$ cat src/rtl/pipe_ctrl_pkg.sv
// Shared types for the pipeline stall/flush sequencer: controller states and
// the bundle of per-stage write-enable / flush controls.
package pipe_ctrl_pkg;

  typedef enum logic [1:0] {
    RUN    = 2'd0,
    BUBBLE = 2'd1,
    DWAIT  = 2'd2,
    HALT   = 2'd3
  } pipe_state_t;

  typedef struct packed {
    logic pc_write;
    logic if_id_write;
    logic if_id_flush;
    logic id_ex_write;
    logic id_ex_flush;
    logic ex_mem_write;
    logic mem_wb_flush;
  } stage_ctrl_t;

  localparam stage_ctrl_t CTRL_RUN = '{
    pc_write: 1'b1, if_id_write: 1'b1, if_id_flush: 1'b0, id_ex_write: 1'b1,
    id_ex_flush: 1'b0, ex_mem_write: 1'b1, mem_wb_flush: 1'b0};

  // Used both during reset and after a dmem timeout: nothing moves, everything drains to NOPs.
  localparam stage_ctrl_t CTRL_KILL = '{
    pc_write: 1'b0, if_id_write: 1'b0, if_id_flush: 1'b1, id_ex_write: 1'b0,
    id_ex_flush: 1'b1, ex_mem_write: 1'b0, mem_wb_flush: 1'b1};

  localparam stage_ctrl_t CTRL_FREEZE = '{
    pc_write: 1'b0, if_id_write: 1'b0, if_id_flush: 1'b0, id_ex_write: 1'b0,
    id_ex_flush: 1'b0, ex_mem_write: 1'b0, mem_wb_flush: 1'b1};

  localparam stage_ctrl_t CTRL_BRANCH = '{
    pc_write: 1'b1, if_id_write: 1'b1, if_id_flush: 1'b1, id_ex_write: 1'b1,
    id_ex_flush: 1'b1, ex_mem_write: 1'b1, mem_wb_flush: 1'b0};

  localparam stage_ctrl_t CTRL_LOAD_USE = '{
    pc_write: 1'b0, if_id_write: 1'b0, if_id_flush: 1'b0, id_ex_write: 1'b1,
    id_ex_flush: 1'b1, ex_mem_write: 1'b1, mem_wb_flush: 1'b0};

  localparam stage_ctrl_t CTRL_IMEM_WAIT = '{
    pc_write: 1'b0, if_id_write: 1'b1, if_id_flush: 1'b1, id_ex_write: 1'b1,
    id_ex_flush: 1'b0, ex_mem_write: 1'b1, mem_wb_flush: 1'b0};

endpackage

$ cat src/rtl/sat_counter.sv
// Saturating up-counter with synchronous active-high clear; sticks at all-ones.
module sat_counter #(
  parameter int W = 32
) (
  input  logic         clk,
  input  logic         rst,
  input  logic         inc,
  output logic [W-1:0] count
);

  always_ff @(posedge clk) begin
    if (rst) begin
      count <= '0;
    end else if (inc && (count != '1)) begin
      count <= count + W'(1);
    end
  end

endmodule

$ cat src/rtl/pipeline_stall_ctrl.sv
// Stall/flush sequencer for the 5-stage pipeline: prioritises dmem waits, branch
// redirects, load-use bubbles and fetch waits into per-stage enables and flushes.
module pipeline_stall_ctrl
  import pipe_ctrl_pkg::*;
#(
  parameter int MEM_TIMEOUT = 64,
  parameter int CNT_W       = 32
) (
  input  logic             clk,
  input  logic             rst,
  input  logic             load_use,
  input  logic             branch_taken,
  input  logic             imem_valid,
  input  logic             dmem_req,
  input  logic             dmem_ack,
  output logic             pc_write,
  output logic             if_id_write,
  output logic             if_id_flush,
  output logic             id_ex_write,
  output logic             id_ex_flush,
  output logic             ex_mem_write,
  output logic             mem_wb_flush,
  output logic             bus_err,
  output logic [CNT_W-1:0] stall_cnt,
  output logic [CNT_W-1:0] flush_cnt
);

  localparam logic [7:0] TIMEOUT_W = 8'(MEM_TIMEOUT);

  pipe_state_t state, next_state;
  logic [7:0]  wait_cnt, next_wait;
  stage_ctrl_t ctrl;
  logic        set_berr;
  logic        flush_inc;
  logic        stall_inc;
  logic        eval_run;
  logic        dmem_stall;
  logic        ack_valid;

  always_ff @(posedge clk) begin
    if (rst) begin
      state    <= RUN;
      wait_cnt <= '0;
      bus_err  <= 1'b0;
    end else begin
      state    <= next_state;
      wait_cnt <= next_wait;
      if (set_berr) begin
        bus_err <= 1'b1;
      end
    end
  end

  // An ack only counts while a request is actually outstanding.
  always_comb begin
    ctrl       = CTRL_RUN;
    next_state = state;
    next_wait  = '0;
    set_berr   = 1'b0;
    flush_inc  = 1'b0;
    eval_run   = 1'b0;
    dmem_stall = dmem_req && !dmem_ack;
    ack_valid  = dmem_req && dmem_ack;

    if (rst) begin
      ctrl = CTRL_KILL;
    end else begin
      case (state)
        HALT: begin
          ctrl = CTRL_KILL;
        end
        DWAIT: begin
          if (ack_valid) begin
            eval_run = 1'b1;
          end else begin
            ctrl      = CTRL_FREEZE;
            next_wait = wait_cnt + 8'd1;
            if (next_wait == TIMEOUT_W) begin
              next_state = HALT;
              set_berr   = 1'b1;
            end
          end
        end
        default: begin
          eval_run = 1'b1;
        end
      endcase
    end

    // Shared priority chain for RUN, BUBBLE and the DWAIT release cycle.
    if (eval_run) begin
      next_state = RUN;
      if (dmem_stall) begin
        ctrl       = CTRL_FREEZE;
        next_state = DWAIT;
        next_wait  = 8'd1;
      end else if (branch_taken) begin
        ctrl      = CTRL_BRANCH;
        flush_inc = 1'b1;
      end else if (load_use && (state != BUBBLE)) begin
        ctrl       = CTRL_LOAD_USE;
        next_state = BUBBLE;
      end else if (!imem_valid) begin
        ctrl = CTRL_IMEM_WAIT;
      end
    end
  end

  assign stall_inc = !ctrl.pc_write && !rst;

  assign pc_write     = ctrl.pc_write;
  assign if_id_write  = ctrl.if_id_write;
  assign if_id_flush  = ctrl.if_id_flush;
  assign id_ex_write  = ctrl.id_ex_write;
  assign id_ex_flush  = ctrl.id_ex_flush;
  assign ex_mem_write = ctrl.ex_mem_write;
  assign mem_wb_flush = ctrl.mem_wb_flush;

  sat_counter #(.W(CNT_W)) u_stall_cnt (
    .clk  (clk),
    .rst  (rst),
    .inc  (stall_inc),
    .count(stall_cnt)
  );

  sat_counter #(.W(CNT_W)) u_flush_cnt (
    .clk  (clk),
    .rst  (rst),
    .inc  (flush_inc),
    .count(flush_cnt)
  );

endmodule
$ cat config.mk
export PLATFORM = sky130hd
export DESIGN_NAME = pipeline_stall_ctrl
export DESIGN_NICKNAME = d
export VERILOG_FILES = /design/src/rtl/pipe_ctrl_pkg.sv /design/src/rtl/sat_counter.sv /design/src/rtl/pipeline_stall_ctrl.sv
export SDC_FILE = /design/constraint.sdc
export NUM_CORES = 1
export LEC_CHECK = 0
export BUFFER_PORTS_ARGS = -buffer_cell sky130_fd_sc_hd__buf_2
export CAP_MARGIN = 20
export CORE_ASPECT_RATIO = 0.6
export CORE_MARGIN = 5
export CORE_UTILIZATION = 50
export DETAILED_ROUTE_END_ITERATION = 8
export MAX_ROUTING_LAYER = met4
export PLACE_DENSITY_LB_ADDON = 0.12
export SLEW_MARGIN = 10
export SYNTH_ARGS = -nofsm -noshare
export SYNTH_HDL_FRONTEND = slang
export SYNTH_SLANG_ARGS = --single-unit
$ cat constraint.sdc
create_clock -name clk -period 3 [get_ports clk]
set_input_delay 0.15 -clock clk [delete_from_list [all_inputs] [get_ports clk]]
set_output_delay 0.15 -clock clk [all_outputs]
set_load 0.005 [all_outputs]
==> results of run 1 <==
==> how the worst max path moves through the flow <==
stage	start	endpoint	slack [ns]	cells after the start
final	u_flush_cnt.count[0]	u_flush_cnt.count[29]	0.71	5
after global routing	u_flush_cnt.count[9]	u_flush_cnt.count[21]	0.52	5
after floorplan	u_flush_cnt.count[0]	u_flush_cnt.count[15]	1.04	7
after CTS	state[0]	u_stall_cnt.count[22]	0.70	5
after detailed placement	state[0]	u_stall_cnt.count[22]	0.70	5
after global placement	u_flush_cnt.count[0]	u_flush_cnt.count[29]	0.79	5
==> power groups by stage <==
stage          registers, mW  clock network [mW]  logic [mW]
6_report                1.02                1.07      0.0912
5_1_grt                 1.02                1.15       0.102
4_1_cts                 1.02                1.09      0.0910
3_5_place_dp            1.04                   0      0.0904
3_3_place_gp            1.04                   0      0.0900
2_1_floorplan           1.03                   0      0.0636
==> per-layer routing <==
layer  global-route usage (%)  wire length, um  vias up
met3                    5.578              590        8
met2                    28.77             3992       91
met4                    6.783               76        0
met1                    29.77             5182     1783
met5                        -                0        -
li1                         -                -     1926
==> placed cells by master (no fill, tap or decap), types with 2 or more instances in the layout <==
master,netlist,layout
a211o_1,3,3
and3_1,4,4
buf_4,7,3
inv_1,10,10
mux2_2,2,2
nand2_1,28,28
clkinv_2,0,3
nor4_1,3,3
nor3_1,5,5
nor2_1,24,24
and2_1,4,4
o31ai_1,28,28
o21ai_0,27,27
a21oi_1,57,57
nand4_1,18,18
o21ba_2,2,2
buf_2,8,78
dfxtp_1,75,75
nor2b_1,7,7
and4_1,10,10
o2111ai_1,2,2
or4_1,28,28
nand4_2,3,3
or3_1,25,25
a31oi_1,2,2
xor2_1,8,8
xnor2_1,4,4
clkbuf_16,0,9
a311oi_1,2,2
nand2b_1,3,3
nand3_1,25,25
a211oi_1,3,3
ha_1,3,3
==> registers in the layout, indices dropped and copies added (netlist names) <==
| register | flops |
|---|---|
| u_stall_cnt.count | 32 |
| u_flush_cnt.count | 32 |
| state | 2 |
| wait_cnt | 8 |
| bus_err | 1 |
==> per-stage QoR <==
stage | setup slack, ns | cells
2_1_floorplan | 1.037 | 467
5_1_grt | 0.5165 | 644
3_5_place_dp | 0.7035 | 628
6_report | 0.7073 | 644
3_3_place_gp | 0.7878 | 628
4_1_cts | 0.6971 | 644
==> cell type report <==
cell class | count | area (sq um)
Clock buffer | 11 | 242.7
Tap cell | 108 | 135.1
Timing Repair Buffer | 81 | 412.9
Sequential cell | 75 | 1501
Multi-Input combinational cell | 354 | 2272
Clock inverter | 5 | 52.55
Fill cell | 702 | 3134
Inverter | 10 | 37.54
==> kinds of logic (layout without fill, tap and decap cells) <==
group	after synthesis	count (layout)
muxes	4	4
xor gates and xnor gates	12	12
adders and majority gates	3	3
AOI/OAI and AO/OA	139	139
buffers and inverters	38	107
DFF	75	75
and+or+nand+nor	196	196
==> worst register-to-register path, stage by stage (launching register included) <==
cell	delay, ns
dfxtp_1	0.37
ha_1	0.29
and4_1	0.28
a311o_1	0.59
or4_1	0.56
a21oi_1	0.14
==> Yosys cell counts (2+ instances only) <==
| master | count |
|---|---|
| nand4_1 | 18 |
| and2_1 | 4 |
| buf_1 | 2 |
| o31ai_1 | 28 |
| a31oi_1 | 2 |
| buf_2 | 8 |
| o2111ai_1 | 2 |
| nor4_1 | 3 |
| xor2_1 | 8 |
| or3_1 | 25 |
| o21ai_0 | 27 |
| ha_1 | 3 |
| a211o_1 | 3 |
| nor3_1 | 5 |
| nor4_2 | 2 |
| a311oi_1 | 2 |
| xnor2_1 | 4 |
| nand3_1 | 25 |
| clkbuf_1 | 9 |
| nand2b_1 | 3 |
| o21ba_2 | 2 |
| dfxtp_1 | 75 |
| and4_1 | 10 |
| a211oi_1 | 3 |
| and3_1 | 4 |
| inv_1 | 10 |
| nor2_1 | 24 |
| a21oi_1 | 57 |
| or4_1 | 28 |
| mux2_2 | 2 |
| buf_4 | 7 |
| nand2_1 | 28 |
| nand4_2 | 3 |
| nor2b_1 | 7 |
==> results.tsv, run 1 <==
metric	value	unit
adder-cell share of the synthesized area	0.9497	%
crit path cell chain	ha_1 > and4_1 > a311o_1 > or4_1 > a21oi_1	
leakage power	1.700	nW
Crit path max-delay family	simple AND/OR/NAND/NOR gates	
required time worst endpoint	3.26	ns
Max-slew headroom	41.63	%
Global Route Usage Sum	20.95	%
Sink Count	75	
vias	3808	
Worst Hold Launch	rst	
flops & latches, synth	75	
peak supply drop	0.0002749	V
residual DRC count	0	
mux share of post-synthesis cell area	1.203	%
Util after Layout	59.76	%
Max Clock Freq	0.4362	GHz
antenna-violating nets left	0	
pin count of the biggest net entering global routing	69	
RSZ-0062 raised after global routing	no	
XOR/XNOR Fraction of Synth Area	2.659	%
count of different cell masters after synthesis	58	
clock-pin slew on the worst setup and hold paths	0.06	ns
Finished Cell Area	4654	sq um
core area	7789	sq um
total power	2.178	mW
first-pass GRT wire length	16570	um
slack of the worst reg-to-reg path	0.71	ns
pwr/cell area	467.8	nW/um^2
n_diodes	0	
# setup viols final	0	
HPWL Detailed	6847	um
CTS tree	yes	
Slew @ Worst Pin	0.8755	ns
initial antenna violation count	0	
class of the worst hold path	in -> reg	
slowest stage cell, crit path	a311o_1	
final hold violation count	0	
Synth Area in Simple Gates	30.04	%
largest area contributor in the synthesized netlist	dfxtp_1	
period utilization	76.42	%
CP startpoint kind	register	
Synth Area in Compound Gates	22.41	%
number of setup buffers added after CTS	0	
Post-synth ARST share	0	%
post-layout minimum cycle time	2.293	ns
routability congestion estimate	0.8355	
io pins	79	
hold buffers post-CTS	0	
Mapped Area	3953	sq um
clk buf depth	2	
Routed WL per cell	15.28	um
Post-synth EDFFs	0	
Initial Util	50.75	%
WP data arrival	2.55	ns
Root Buffer	clkbuf_16	
Yosys Warn Count	0	
vias per cell	5.913	
Pint	1.700	mW
vias in the first global route	3328	
top cells by area, synth	dfxtp_1 38%, a21oi_1 7.2%, o31ai_1 5.3%	
Combinational Power Share	4.2	%
Max-Cap Viols	0	
status	finished clean	
Worst Reg-to-Reg Cells	5	
# port buffers	78	
Clock power frac	49.1	%
max-slew violations	0	
CP max stage delay	0.59	ns
sequential-to-total area share from yosys stat	37.99	%
worst reg2reg startpoint	u_flush_cnt.count[0]	
drt first pass iters	4	
syn nets	477	
Final Skew	0.005192	ns
Hold Slack	0.1338	ns
mean post-synth cell area	8.464	sq um
predominant post-synthesis flop cell	dfxtp_1	
htree depth	3	
Resize count post-CTS	0	
WS Path Type	reg -> reg	
Switching Share	21.93	%
layout cell share with drive strength beyond 1	21.64	%
cells after synthesis	467	
Yosys top cell area share	37.99	%
cell row count	25	
CP Buf/Inv Count	0	
# nets final	541	
CP Capture Type	register	
Skew-Pair Late Insertion Delay	0.33	ns
sequential group share of total power	46.7	%
full die area	9841	sq um
DIE HEIGHT	78.87	um
final wirelength	9842	um
Die W	124.8	um
Area Overhead vs Synth	17.76	%
setup tns final	0	ns
NetSw	0.4775	mW
Placed Area	4359	sq um
combinational family with the most area after synthesis	simple AND/OR/NAND/NOR gates	
initial drt markers	259	
reg2reg end	u_flush_cnt.count[29]	
Crit Path Max Fanout	23	
grt total ovfl	0	
Hold Path End	state[1]	
Inserted Clock Buffers	9	
worst hold path stage count	2	
(Power assumes the default switching activity.)
==> run 2, diff against run 1 <==
clock period = 2.05 ns   (was 3 ns; I/O delays follow)
==> results.tsv, run 2 (same netlist as run 1, synthesis figures left out) <==
metric	value	unit
Crit path max-delay family	simple AND/OR/NAND/NOR gates	
antenna-violating nets left	0	
worst hold path stage count	2	
reg2reg end	u_flush_cnt.count[16]	
leading cell type in the layout, fill and taps excluded	buf_2	
leakage power	2.014	nW
Max Clock Freq	0.5097	GHz
Worst Reg-to-Reg Cells	7	
Critical Path Start	u_flush_cnt.count[5]	
vias in the first global route	3823	
final wirelength	11320	um
Sequential cell area	1501	sq um
required time worst endpoint	2.31	ns
CP Buf/Inv Count	2	
period utilization	95.70	%
Initial Util	50.75	%
full die area	9841	sq um
peak supply drop	0.0004006	V
cell row count	25	
initial antenna violation count	0	
Util after Layout	66.73	%
slowest stage cell, crit path	or4_1	
Max-slew headroom	65.21	%
max-slew violations	0	
# setup viols final	0	
CP max stage delay	0.43	ns
most frequent cells in the layout	78 x buf_2, 75 x dfxtp_1, 57 x a21oi_1	
Worst Hold Launch	rst	
pwr/cell area	651.2	nW/um^2
htree depth	3	
Root Buffer	clkbuf_16	
clk buf depth	2	
vias	4164	
WS Path Type	reg -> reg	
number of setup buffers added after CTS	0	
biggest regs	u_flush_cnt.count (32), u_stall_cnt.count (32), wait_cnt (8)	
Hold Path End	state[1]	
status	finished clean	
io pins	79	
post-layout minimum cycle time	1.962	ns
Filler Cell Count	638	
clock-pin slew on the worst setup and hold paths	0.06	ns
setup tns final	0	ns
Sink Count	75	
Crit Path Max Fanout	9	
Max-Cap Viols	0	
slack of the worst reg-to-reg path	0.09	ns
layout cell share with drive strength beyond 1	30.41	%
# port buffers	78	
vias per cell	5.949	
initial drt markers	387	
CTS tree	yes	
Skew-Pair Late Insertion Delay	0.34	ns
n_diodes	0	
# nets final	597	
Multi-input gate area	2318	sq um
crit path cell chain	and4_4 > and4_4 > buf_4 > o211ai_2 > buf_4 > or4_1 > a21oi_1	
core area	7789	sq um
Routed WL per cell	16.17	um
total power	3.385	mW
Area Overhead vs Synth	31.50	%
Slew @ Worst Pin	0.5219	ns
Global Route Usage Sum	23.74	%
WP data arrival	2.22	ns
Final Skew	0.004746	ns
Die W	124.8	um
hold buffers post-CTS	0	
Finished Cell Area	5197	sq um
Placed Area	4822	sq um
routability congestion estimate	0.8904	
HPWL Detailed	7912	um
worst reg2reg startpoint	u_flush_cnt.count[5]	
CP Capture Type	register	
grt total ovfl	0	
drt first pass iters	6	
residual DRC count	0	
class of the worst hold path	in -> reg	
final hold violation count	0	
Inserted Clock Buffers	9	
first-pass GRT wire length	18930	um
CP startpoint kind	register	
DIE HEIGHT	78.87	um
pin count of the biggest net entering global routing	49	
-- run 2: cell types whose count changed in the layout (fill, tap and decap cells not counted), moves of 2 or more --
cell	delta
clkinv_2	-2
buf_4	+51
buf_12	+4
and4_1	-2
-- run 2: repair_timing --
item	CTS	global route
hold endpoints to repair	0	0
setup endpoints to repair	0	24
gates resized for setup	0	9
-- run 2: worst max path at each step --
stage / end / slack (ns) / cells past startpoint
finish: u_flush_cnt.count[16] / 0.09 / 7
CTS: u_stall_cnt.count[15] / 0.06 / 5
global route: u_flush_cnt.count[29] / -0.001 / 6
detailed placement: u_stall_cnt.count[19] / 0.08 / 5
global placement: u_flush_cnt.count[29] / 0.11 / 6
floorplan: u_flush_cnt.count[15] / 0.09 / 7
-- run 2: report_power, final --
| group | switching, mW | internal, mW | total, mW | leakage (nW) |
|---|---|---|---|---|
| Combinational | 0.104 | 0.0694 | 0.173 | 1.25 |
| Sequential | 0.0100 | 1.47 | 1.48 | 0.605 |
| Clock | 0.602 | 1.13 | 1.73 | 0.159 |
| Total | 0.716 | 2.67 | 3.38 | 2.01 |
-- run 2: final cells by class --
type / count / area share [%]
clock buffer: 12 / 4.935
clock inverter: 4 / 1.396
inverter: 10 / 0.7222
multi-input combinational: 355 / 44.61
sequential: 75 / 28.89
tap: 108 / 2.600
timing repair buffer: 136 / 16.85
-- run 2: metrics by stage --
stage / cells / hold slack, ns / setup slack [ns]
6_report: 700 / 0.1045 / 0.08805
5_1_grt: 700 / 0.1199 / -0.001080
4_1_cts: 699 / 0.08890 / 0.05804
3_5_place_dp: 683 / 0.4485 / 0.07769
3_3_place_gp: 683 / 0.4320 / 0.1084
2_1_floorplan: 467 / 0.2863 / 0.08743
-- run 2: worst reg2reg max path: stages, from the launching register on --
cell	delay [ns]
dfxtp_1	0.37
and4_4	0.28
and4_4	0.24
buf_4	0.12
o211ai_2	0.09
buf_4	0.18
or4_1	0.43
a21oi_1	0.18
-- run 2: metal layers --
metal | share of wire, % | GRT usage, %
met2 | 41 | 33.30
met5 | 0 | -
met4 | 1.4 | 6.783
met3 | 6.6 | 5.914
met1 | 51 | 33.82
==> run 3, diff against run 2 <==
--- a/constraint.sdc
+++ b/constraint.sdc
@@ -3,2 +3,2 @@
 set_output_delay 0.1025 -clock clk [all_outputs]
-set_load 0.005 [all_outputs]
+set_load 0.02 [all_outputs]
==> results.tsv, run 3 (same netlist as run 1, synthesis figures left out) <==
metric	value	unit
RSZ-0062 raised after global routing	yes	
grt total ovfl	0	
WP data arrival	2.23	ns
worst hold path stage count	3	
class of the worst hold path	in -> reg	
HPWL Detailed	7854	um
pin count of the biggest net entering global routing	49	
most frequent cells in the layout	78 x buf_2, 72 x dfxtp_1, 56 x a21oi_1	
CP max stage delay	0.47	ns
Sink Count	75	
drt first pass iters	4	
initial drt markers	292	
required time worst endpoint	2.31	ns
Inserted Clock Buffers	9	
layout cell share with drive strength beyond 1	31.30	%
Worst Reg-to-Reg Cells	6	
Skew-Pair Late Insertion Delay	0.34	ns
Crit Path Max Fanout	15	
Global Route Usage Sum	22.41	%
DIE HEIGHT	78.87	um
slowest stage cell, crit path	or4_1	
Max Clock Freq	0.5059	GHz
leakage power	2.003	nW
hold buffers post-CTS	0	
final wirelength	10730	um
n_diodes	0	
pwr/cell area	630.4	nW/um^2
Crit path max-delay family	simple AND/OR/NAND/NOR gates	
routability congestion estimate	0.8760	
CP Capture Type	register	
peak supply drop	0.0004507	V
total power	3.237	mW
leading cell type in the layout, fill and taps excluded	buf_2	
final cell count without fillers	699	
residual DRC count	0	
Routed WL per cell	15.35	um
# setup viols final	0	
Placed Cells	681	
Final Skew	0.006754	ns
vias per cell	5.918	
Levels on crit path	6	
# nets final	596	
Max-slew headroom	55.81	%
Area Overhead vs Synth	29.91	%
io pins	79	
vias	4137	
clock-pin slew on the worst setup and hold paths	0.06	ns
metal2 WL	4460	um
htree depth	3	
initial antenna violation count	0	
vias in the first global route	3637	
# port buffers	78	
Root Buffer	clkbuf_16	
WS Path Type	reg -> reg	
uppermost routed layer	met4	
CP startpoint kind	register	
Die W	124.8	um
Initial Util	50.75	%
period utilization	96.42	%
cell row count	25	
clk buf depth	2	
post-layout minimum cycle time	1.977	ns
status	finished clean	
Slew @ Worst Pin	0.6596	ns
Finished Cell Area	5135	sq um
final hold violation count	0	
Placed Area	4783	sq um
met3 wire len	661	um
CP Buf/Inv Count	1	
biggest regs	u_flush_cnt.count (32), u_stall_cnt.count (32), wait_cnt (8)	
crit path cell chain	and4_1 > and2_2 > and4_2 > buf_4 > or4_1 > a21oi_1	
core area	7789	sq um
full die area	9841	sq um
wl on met1	5491	um
antenna-violating nets left	0	
Max-Cap Viols	0	
max-slew violations	0	
first-pass GRT wire length	17860	um
CTS tree	yes	
-- run 3: stage by stage --
step                      utilization, %  hold slack, ns  TNS, ns  setup WS, ns
final                              65.93          0.1430        0       0.07330
after global routing               65.93          0.1520  -0.1985      -0.05867
after CTS                          65.19          0.1235        0       0.05658
after detailed placement           61.41          0.4719        0       0.07803
after global placement             61.41          0.4632        0        0.1419
after floorplan                        -          0.2863        0      0.006485
-- run 3: final timing paths --
| kind | start | to | slack [ns] |
|---|---|---|---|
| setup / recovery | u_stall_cnt.count[22] | u_stall_cnt.count[16] | 0.07 |
| hold / removal | dmem_req | state[0] | 0.14 |
| setup reg to reg | u_stall_cnt.count[22] | u_stall_cnt.count[16] | 0.07 |
| hold reg to reg | bus_err | bus_err | 0.48 |
-- run 3: worst reg2reg max path, cell delays in order (launching register included) --
cell and delay (ns):
dfxtp_1 0.33, and4_1 0.22, and2_2 0.24, and4_2 0.27, buf_4 0.18, or4_1 0.47
a21oi_1 0.18
-- run 3: cell type report --
cell class,instances,area [sq um]
Clock buffer,10,239.0
Clock inverter,6,55.05
Fill cell,695,2654
Inverter,10,37.54
Multi-Input combinational cell,354,2300
Sequential cell,75,1505
Tap cell,108,135.1
Timing Repair Buffer,136,863.3
-- run 3: power breakdown --
group,switching [mW],total (mW),internal (mW),leakage [nW]
registers,0.0117,1.48,1.47,0.607
logic,0.119,0.186,0.0666,1.24
clock network,0.606,1.57,0.964,0.152
-- run 3: repair_timing --
action | CTS | global route
setup endpoints to repair | 0 | 35
setup buffers | 0 | 2
endpoints found under the hold margin | 0 | 0
resized for setup | 0 | 13
-- run 3: routing by layer --
layer / up-vias / global-route usage [%]
li1: 2042 / -
met1: 1956 / 31.87
met2: 128 / 31.30
met3: 11 / 5.780
met4: 0 / 6.455
met5: - / -
